$ cat config.mk
export PLATFORM = sky130hd
export DESIGN_NAME = uart_tx
export DESIGN_NICKNAME = d
export VERILOG_FILES = /design/src/rtl/uart_tx.sv
export SDC_FILE = /design/constraint.sdc
export NUM_CORES = 1
export LEC_CHECK = 0
export BUFFER_PORTS_ARGS = -buffer_cell sky130_fd_sc_hd__buf_4
export CAP_MARGIN = 20
export CORE_ASPECT_RATIO = 0.7
export CORE_MARGIN = 3
export CORE_UTILIZATION = 54
export DETAILED_ROUTE_END_ITERATION = 8
export GPL_TIMING_DRIVEN = 0
export PLACE_DENSITY = 0.75
export SYNTH_ARGS = -nofsm -noshare
export SYNTH_HDL_FRONTEND = slang
export SYNTH_SLANG_ARGS = --single-unit
$ cat constraint.sdc
create_clock -name clk -period 2.4 [get_ports clk]
set_clock_uncertainty 0.05 [all_clocks]
set_input_delay 0.24 -clock clk [delete_from_list [all_inputs] [get_ports clk]]
set_output_delay 0.24 -clock clk [all_outputs]
set_load 0.1 [all_outputs]
$ cat src/rtl/uart_tx.sv
// uart_tx: 8-bit UART transmitter; ports clk, rst (sync active-high), data_i/valid_i/ready_o accept handshake, tx_o registered serial line (idle high), busy_o frame in progress; define UART_TX_PARITY_EN for an even-parity bit (8E1, 11-bit frame), otherwise 8N1
module uart_tx #(
  parameter int CLKS_PER_BIT = 868
) (
  input  logic       clk,
  input  logic       rst,
  input  logic [7:0] data_i,
  input  logic       valid_i,
  output logic       ready_o,
  output logic       tx_o,
  output logic       busy_o
);
  localparam int CW = $clog2(CLKS_PER_BIT);
  localparam logic [CW-1:0] LAST = CW'(CLKS_PER_BIT - 1);
`ifdef UART_TX_PARITY_EN
  typedef enum logic [2:0] {IDLE, START, DATA, PARITY, STOP} state_t;
`else
  typedef enum logic [2:0] {IDLE, START, DATA, STOP} state_t;
`endif
  state_t state, state_nxt;
  logic [CW-1:0] cnt, cnt_nxt;
  logic [2:0] idx, idx_nxt;
  logic [7:0] shreg, shreg_nxt;
  logic tx_nxt, bit_done;
  assign ready_o = state == IDLE && !rst;
  assign busy_o = state != IDLE && !rst;
  assign bit_done = cnt == LAST;
  always_ff @(posedge clk) state <= rst ? IDLE : state_nxt;
  always_ff @(posedge clk) begin
    if (rst) begin
      cnt <= '0;
      idx <= '0;
      shreg <= '0;
      tx_o <= 1'b1;
    end else begin
      cnt <= cnt_nxt;
      idx <= idx_nxt;
      shreg <= shreg_nxt;
      tx_o <= tx_nxt;
    end
  end
  always_comb begin
    state_nxt = state;
    cnt_nxt = (state == IDLE || bit_done) ? '0 : cnt + CW'(1);
    idx_nxt = idx;
    shreg_nxt = shreg;
    tx_nxt = tx_o;
    case (state)
      IDLE: if (valid_i) begin
        state_nxt = START;
        shreg_nxt = data_i;
        tx_nxt = 1'b0;
      end
      START: if (bit_done) begin
        state_nxt = DATA;
        tx_nxt = shreg[idx];
      end
      DATA: if (bit_done) begin
        idx_nxt = idx + 3'd1;
`ifdef UART_TX_PARITY_EN
        state_nxt = idx == 3'd7 ? PARITY : DATA;
        tx_nxt = idx == 3'd7 ? ^shreg : shreg[idx_nxt];
`else
        state_nxt = idx == 3'd7 ? STOP : DATA;
        tx_nxt = idx == 3'd7 ? 1'b1 : shreg[idx_nxt];
`endif
      end
`ifdef UART_TX_PARITY_EN
      PARITY: if (bit_done) begin
        state_nxt = STOP;
        tx_nxt = 1'b1;
      end
`endif
      STOP: if (bit_done) begin
        state_nxt = IDLE;
        tx_nxt = 1'b1;
      end
      default: begin
        state_nxt = IDLE;
        tx_nxt = 1'b1;
      end
    endcase
  end
endmodule

; ---- Word level (Yosys, flattened, before mapping)
; Index checks and enable logic that the tools add are counted.
; W data, S select, Z words.
[op_classes]
n_addsub = 2
order_cmp = 2
n_eq_ne = 9
n_mux = 16
reduce_logical = 10
[op_table]
columns = operator, count
row1 = $mux W3, 4
row2 = $pmux W3 S4, 1
row3 = $add A10 B1 Y10 const B, 1
row4 = $eq A10 B10 Y1 const B, 1
row5 = $lt A3 B4 Y1 const B, 2
row6 = $mux W1, 8
row7 = $ne A2 B2 Y1 const B, 4
row8 = $bmux W1 S3, 2
row9 = $eq A3 B2 Y1 const B, 2
row10 = $pmux W1 S4, 1
row11 = $reduce_and A2 Y1, 2
row12 = $reduce_and A4 Y1, 1
row13 = $add A3 B1 Y3 const B, 1
row14 = $eq A3 B1 Y1 const B, 1
row15 = $eq A3 B3 Y1 const B, 1
row16 = $logic_not A3 Y1, 1
row17 = $reduce_bool A3 Y1, 1
row18 = $logic_and A1 B1 Y1, 2
row19 = $reduce_or A2 Y1, 1
row20 = $logic_not A1 Y1, 1
row21 = $logic_or A1 B1 Y1, 1
[totals]
reg_bits = 25
in_bits = 11
output_inout_bits = 3
word_cells = 44

; ---- Longest topological paths before layout
; Gate-level depths: netlist of run 1.
[depth]
ltp_word = 6
depth_mapped = 6

; ---- Worst setup path after synthesis of run 1
; Ideal clock, no wire load.
[synth_timing]
path_kind = reg-to-reg
start = register state[0]
end = register cnt[2]
setup_ps = 74
t_arrival_ps = 2581
t_required_ps = 2276
slack_ps = -305
stages_incl_launch_ff = 6
n_path_buf = 0
period_less_slack_ps = 2705
cell_sequence = dfxtp_1 inv_1 ha_1 nor2_1 nand2_1 nor2_1
[synth_between]
elab_chain_cells = 3
[synth_lines]
columns = item, line
row1 = start: declaration, 20  ; state_t state, state_nxt;
row2 = start signal: assignment, 28  ; always_ff @(posedge clk) state <= rst ? IDLE : state_nxt;
row3 = $logic_not A3 Y1, 44  ; cnt_nxt = (state == IDLE || bit_done) ? '0 : cnt + CW'(1);
row4 = $logic_or A1 B1 Y1, 44
row5 = $reduce_or A2 Y1 (no source line), -
row6 = end signal: assignment, 36  ; cnt <= cnt_nxt;
row7 = end: declaration, 21  ; logic [CW-1:0] cnt, cnt_nxt;
; No other way between the ends.
; A chain may end at the register's enable or synchronous reset.

; ---- Final worst setup path of run 1
[layout_timing]
start = register state[0]
end = output ready_o
[layout_between]
elab_chain_cells = 2
[layout_lines]
columns = item, line
row1 = $logic_not A3 Y1, 25  ; assign ready_o = state == IDLE && !rst;
row2 = $logic_and A1 B1 Y1, 25
row3 = end: declaration, 9  ; output logic ready_o,
; No other way between the ends.

==> impl_metrics.toml, run 1 <==
[status]
status = "complete, no violations"

[clock_tree]
path_clk_slew_ns = 0.13
postCtsHoldBufs = 0
cts_tree = "yes"
cts_buffer_depth = 2
htreeDepth = 1
cts_setup_buffers = 0
cts_num_sinks = 24
clock_latency_ns = 0.31
cts-root-buf = "clkbuf_4"
cts_resized = 0
numCtsBuffers = 3

[worst_setup_path]
critical_path_class = "register to output pin"
reg2reg_from = "idx[0]"
cpPeakStageDelay_ns = 0.38
end_kind = "output pin"
reg2reg_slack_ns = 0.20
reg2reg_to = "tx_o"
slowest_stage = "dfxtp_1"
crit_path_start_kind = "register"
path_buf_inv = 3
crit_arrival_ns = 1.97
critical_path_required_ns = 2.11
path_max_fanout = 10
path_delay_family = "buffers and inverters"
ff2ff_path_depth = 6
crit_chain = "inv_1, ha_1, clkbuf_1, nor2b_2, buf_4"

[finish]
area_growth_pct = 14.5
drive_above_1_share = 0.209
finish.instance_area_um2 = 1400
antenna_cells = 0
nets = 168
n_fill_cell = 175

[yosys]
ys_types = 29
syn_area_um2 = 1230
synth_top_area_frac = 0.392
synth_flop_cell = "dfxtp_1"
synth_common_cells = "dfxtp_1, nand2_1, nor2_1"
syn-num-nets = 152
yosysSeqAreaShare = 0.392
synth_area_per_cell_um2 = 9.22
synth.most_common_cell = "dfxtp_1"
ys_ff_latch = 24
yosys_warnings = 0
synth.top_cells.by_area = "dfxtp_1, ha_1, mux4_2"
yosysTopAreaCell = "dfxtp_1"
async_flop_share = 0
postSynthCellCount = 133
synth_edf_count = 0

[die]
die_y_um = 45.9
start_util = 0.613
row_count = 13
fp.coreArea_um2 = 2000
die_area_um2 = 2890
die_w_um = 63.0
ios = 14

[global_routing]
met2_usage = 0.287
use_met1 = 0.269
grt_pass1_vias = 907
top_usage_layer = "met2"
grt_pass1_wl_mm = 4.16
met3_usage = 0.0519
grt_overflow = 0
antenna_found_initial = 0
grt.total_usage = 0.187
grt_max_degree = 15

[worst_hold_path]
min_path_cells = 2
hold_class = "input pin to register"
hold_path_startpoint = "rst"
min_to = "shreg[3]"

[sta]
period_minus_slack_ns = 2.26
slew_headroom = 0.722
holdWs_ns = 0.0587
setup-tns-final_ns = 0
worst_pin_slew_ns = 0.417
hold_violations = 0
setup_viol = 0
fin_crit_sh = 0.940
fmax_ghz = 0.443
rsz0062_at_grt = "no"
final_max_slew_viol_count = 0

[routing]
drc_errors = 0
viasPerCell = 5.48
route.final.wire_length_mm = 2.39
drtIter0Drc = 53
post_drt_wl_per_cell_um = 13.4
num_vias = 975
dr.pass1.iters = 4
ant_nets = 0

[place]
io_buffers = 11
dp_hpwl_mm = 1.83
place_area_um2 = 1350
place.gp.congestion = 0.913

[job]
drv_cap = 0

[power_and_ir_drop]
max-vdd-ir-drop_v = 0.000835
leakagePower_uw = 0.000547
power_density_nw_per_um2 = 936
-- cells in the final DEF (no fill, tap or decap) --
master and n:
nor2_2 1, clkbuf_4 3, buf_2 1, nor3_1 4, nand3_1 13, o21ai_0 3
and4bb_2 1, a31oi_1 2, and3_1 1, and2_1 1, a211oi_1 1, nor3b_4 1
a31o_2 1, or4_1 1, mux2i_1 2, bufinv_16 1, nor2_1 13, dfxtp_1 24
nor4_1 2, xor2_1 3, nand4_1 1, buf_6 2, and2b_1 1, ha_1 8
clkbuf_1 1, mux4_2 3, nand2_1 16, a21oi_1 11, buf_4 11, xnor2_1 6
inv_1 3, nor2b_2 1, mux2_2 5
-- through the flow --
stage	total power (uW)	worst slack (ns)	std cells	util
CTS	1320	0.150	178	0.702
global route	1390	0.00429	178	0.702
detailed placement	1020	0.214	174	0.675
global placement	1010	0.236	174	0.675
finish	1310	0.143	178	0.702
floorplan	906	0.271	133	-
-- state kept, by name, indices dropped and copies added (netlist names) --
signal and cells:
idx 3, state 2, cnt 10, shreg 8
tx_o 1
-- logic make-up (layout without fill, tap and decap cells) --
logic type,Yosys count,after routing,synth area share
XOR/XNOR,9,9,0.0643
AO/OA/AOI/OAI,18,18,0.0806
flip-flops,24,24,0.392
buffers and inverters,7,22,0.0347
AND/OR/NAND/NOR,57,57,0.230
adder cells (fa/ha/maj),8,8,0.0816
multiplexers,10,10,0.117
-- worst max path at each step --
stage / cells after the start / from / slack, ns / end
2_1_floorplan: 5 / state[0] / 0.27 / cnt[2]
3_3_place_gp: 6 / idx[0] / 0.24 / tx_o
3_5_place_dp: 6 / idx[0] / 0.21 / tx_o
4_1_cts: 5 / state[0] / 0.15 / ready_o
5_1_grt: 5 / state[0] / 0.004 / ready_o
6_report: 5 / state[0] / 0.14 / ready_o
-- power by group --
group | total [uW] | internal [uW] | switching, uW
registers | 504 | 455 | 49.8
clock network | 291 | 169 | 122
logic | 518 | 170 | 348
total | 1310 | 794 | 520
-- per-layer routing --
metal,share of wire,vias up
li1,-,500
met1,0.55,455
met2,0.41,18
met3,0.042,2
met4,0.0054,0
met5,0,-
-- area by class of cell --
class	instances	area, um2	area share
multi-input cells	102	708	0.504
flip-flops and latches	24	480	0.342
repair buffers	11	82.6	0.0588
well taps	30	37.5	0.0267
plain buffers	4	31.3	0.0223
clock inverters	1	30.0	0.0214
clock buffers	3	22.5	0.0160
inverters	3	11.3	0.00802
-- worst reg2reg max path, cell delays in order (launching register included) --
cell and delay, ns:
dfxtp_1 0.39, ha_1 0.22, ha_1 0.38, mux2_2 0.35, mux4_2 0.45, o21ai_0 0.16
a31oi_1 0.09
No activity file was read; power rests on OpenSTA's default activity.
==> inputs of run 2 (changes only) <==
Settings changed: GPL_TIMING_DRIVEN 0 to 1.
==> impl_metrics.toml, run 2 (synthesis gave the netlist of run 1 again) <==
[finish]
drive_above_1_share = 0.211
area_growth_pct = 13.8
antenna_cells = 0
final_cell_mix = "dfxtp_1, nand2_1, buf_4"
regMostFlops = "cnt"
final_common_cell = "dfxtp_1"
largest_register_ffs = 10
multiInputGateArea_um2 = 708
seq_area_um2 = 480
reg.largest.list = "cnt x10, shreg x8, idx x3"
finish.instance_area_um2 = 1400
n_fill_cell = 160
nets = 167

[global_routing]
grt_overflow = 0
use_met1 = 0.239
top_usage_layer = "met2"
grt_pass1_wl_mm = 4.04
grt.total_usage = 0.186
antenna_found_initial = 0
met2_usage = 0.300
grt_pass1_vias = 912
grt_max_degree = 19
met3_usage = 0.0519

[sta]
final_max_slew_viol_count = 0
hold_violations = 0
slew_headroom = 0.790
worst_pin_slew_ns = 0.313
period_minus_slack_ns = 2.19
rsz0062_at_grt = "no"
fmax_ghz = 0.457
fin_crit_sh = 0.912
setup_viol = 0
setup-tns-final_ns = 0

[clock_tree]
htreeDepth = 1
cts_buffer_depth = 2
cts_num_sinks = 24
numCtsBuffers = 3
path_clk_slew_ns = 0.14
clock_latency_ns = 0.33
cts_setup_buffers = 0
cts_tree = "yes"
cts-root-buf = "clkbuf_4"
cts_resized = 0
postCtsHoldBufs = 0

[routing]
ant_nets = 0
route.final.wire_length_mm = 2.41
post_drt_wl_per_cell_um = 13.6
viasPerCell = 5.50
num_vias = 973
drc_errors = 0
drtIter0Drc = 42
dr.pass1.iters = 4

[place]
dp_hpwl_mm = 1.81
place.gp.congestion = 0.831
io_buffers = 13
place_area_um2 = 1340

[die]
die_area_um2 = 2890
die_y_um = 45.9
ios = 14
start_util = 0.613
row_count = 13
fp.coreArea_um2 = 2000
die_w_um = 63.0

[worst_setup_path]
critical_path_required_ns = 2.58
crit_arrival_ns = 2.37
end_kind = "register"
cpPeakStageDelay_ns = 0.45
cp-startpoint = "idx[0]"
crit_path_start_kind = "register"
crit_chain = "ha_1, ha_1, mux2_2, mux4_2, o21ai_0, a31oi_1"
slowest_stage = "mux4_2"
path_delay_family = "multiplexers"
path_buf_inv = 0
reg2reg_from = "idx[0]"
critical_path_class = "register to register"
path_max_fanout = 5
cp_common_cell = "ha_1"

[status]
status = "complete, no violations"

[worst_hold_path]
hold_path_startpoint = "data_i[3]"
hold_class = "input pin to register"

[power_and_ir_drop]
power_density_nw_per_um2 = 950
leakagePower_uw = 0.000544
max-vdd-ir-drop_v = 0.000835

[job]
drv_cap = 0
==> run 2: routing by layer <==
layer,up-vias,wire [um],share of wire
met1,444,1250,0.52
met2,25,1000,0.42
met5,-,0,0
met4,0,36,0.015
li1,499,-,-
met3,5,126,0.052
==> run 2: final timing paths <==
kind,end,slack (ns),depth (start not counted)
setup / recovery,tx_o,0.21,6
hold / removal,shreg[3],0.1,3
setup reg to reg,tx_o,0.21,6
hold reg to reg,cnt[0],0.44,1
==> run 2: report_power, final <==
part | switching, uW | internal (uW)
Sequential | 52.3 | 455
Clock | 129 | 169
Combinational | 345 | 175
==> run 2: worst register-to-register path: stages, from the launching register on <==
cell and delay (ns):
dfxtp_1 0.38, ha_1 0.22, ha_1 0.39, mux2_2 0.37
mux4_2 0.45, o21ai_0 0.15, a31oi_1 0.09
==> run 2: cell type report <==
cell class                 instances  area share
sequential                        24       0.344
tap                               30      0.0269
clock inverter                     1      0.0215
timing repair buffer              14      0.0753
multi-input combinational        102       0.508
clock buffer                       3      0.0161
inverter                           3     0.00807
==> run 2: metrics by stage <==
step	instances	setup WS [ns]	power, uW	hold slack [ns]	utilization
2_1_floorplan	133	0.271	906	0.335	-
3_3_place_gp	173	0.302	1020	0.397	0.671
3_5_place_dp	173	0.212	1030	0.405	0.671
4_1_cts	177	0.200	1330	0.0914	0.697
5_1_grt	177	0.0916	1400	0.0874	0.697
6_report	177	0.210	1330	0.0995	0.697
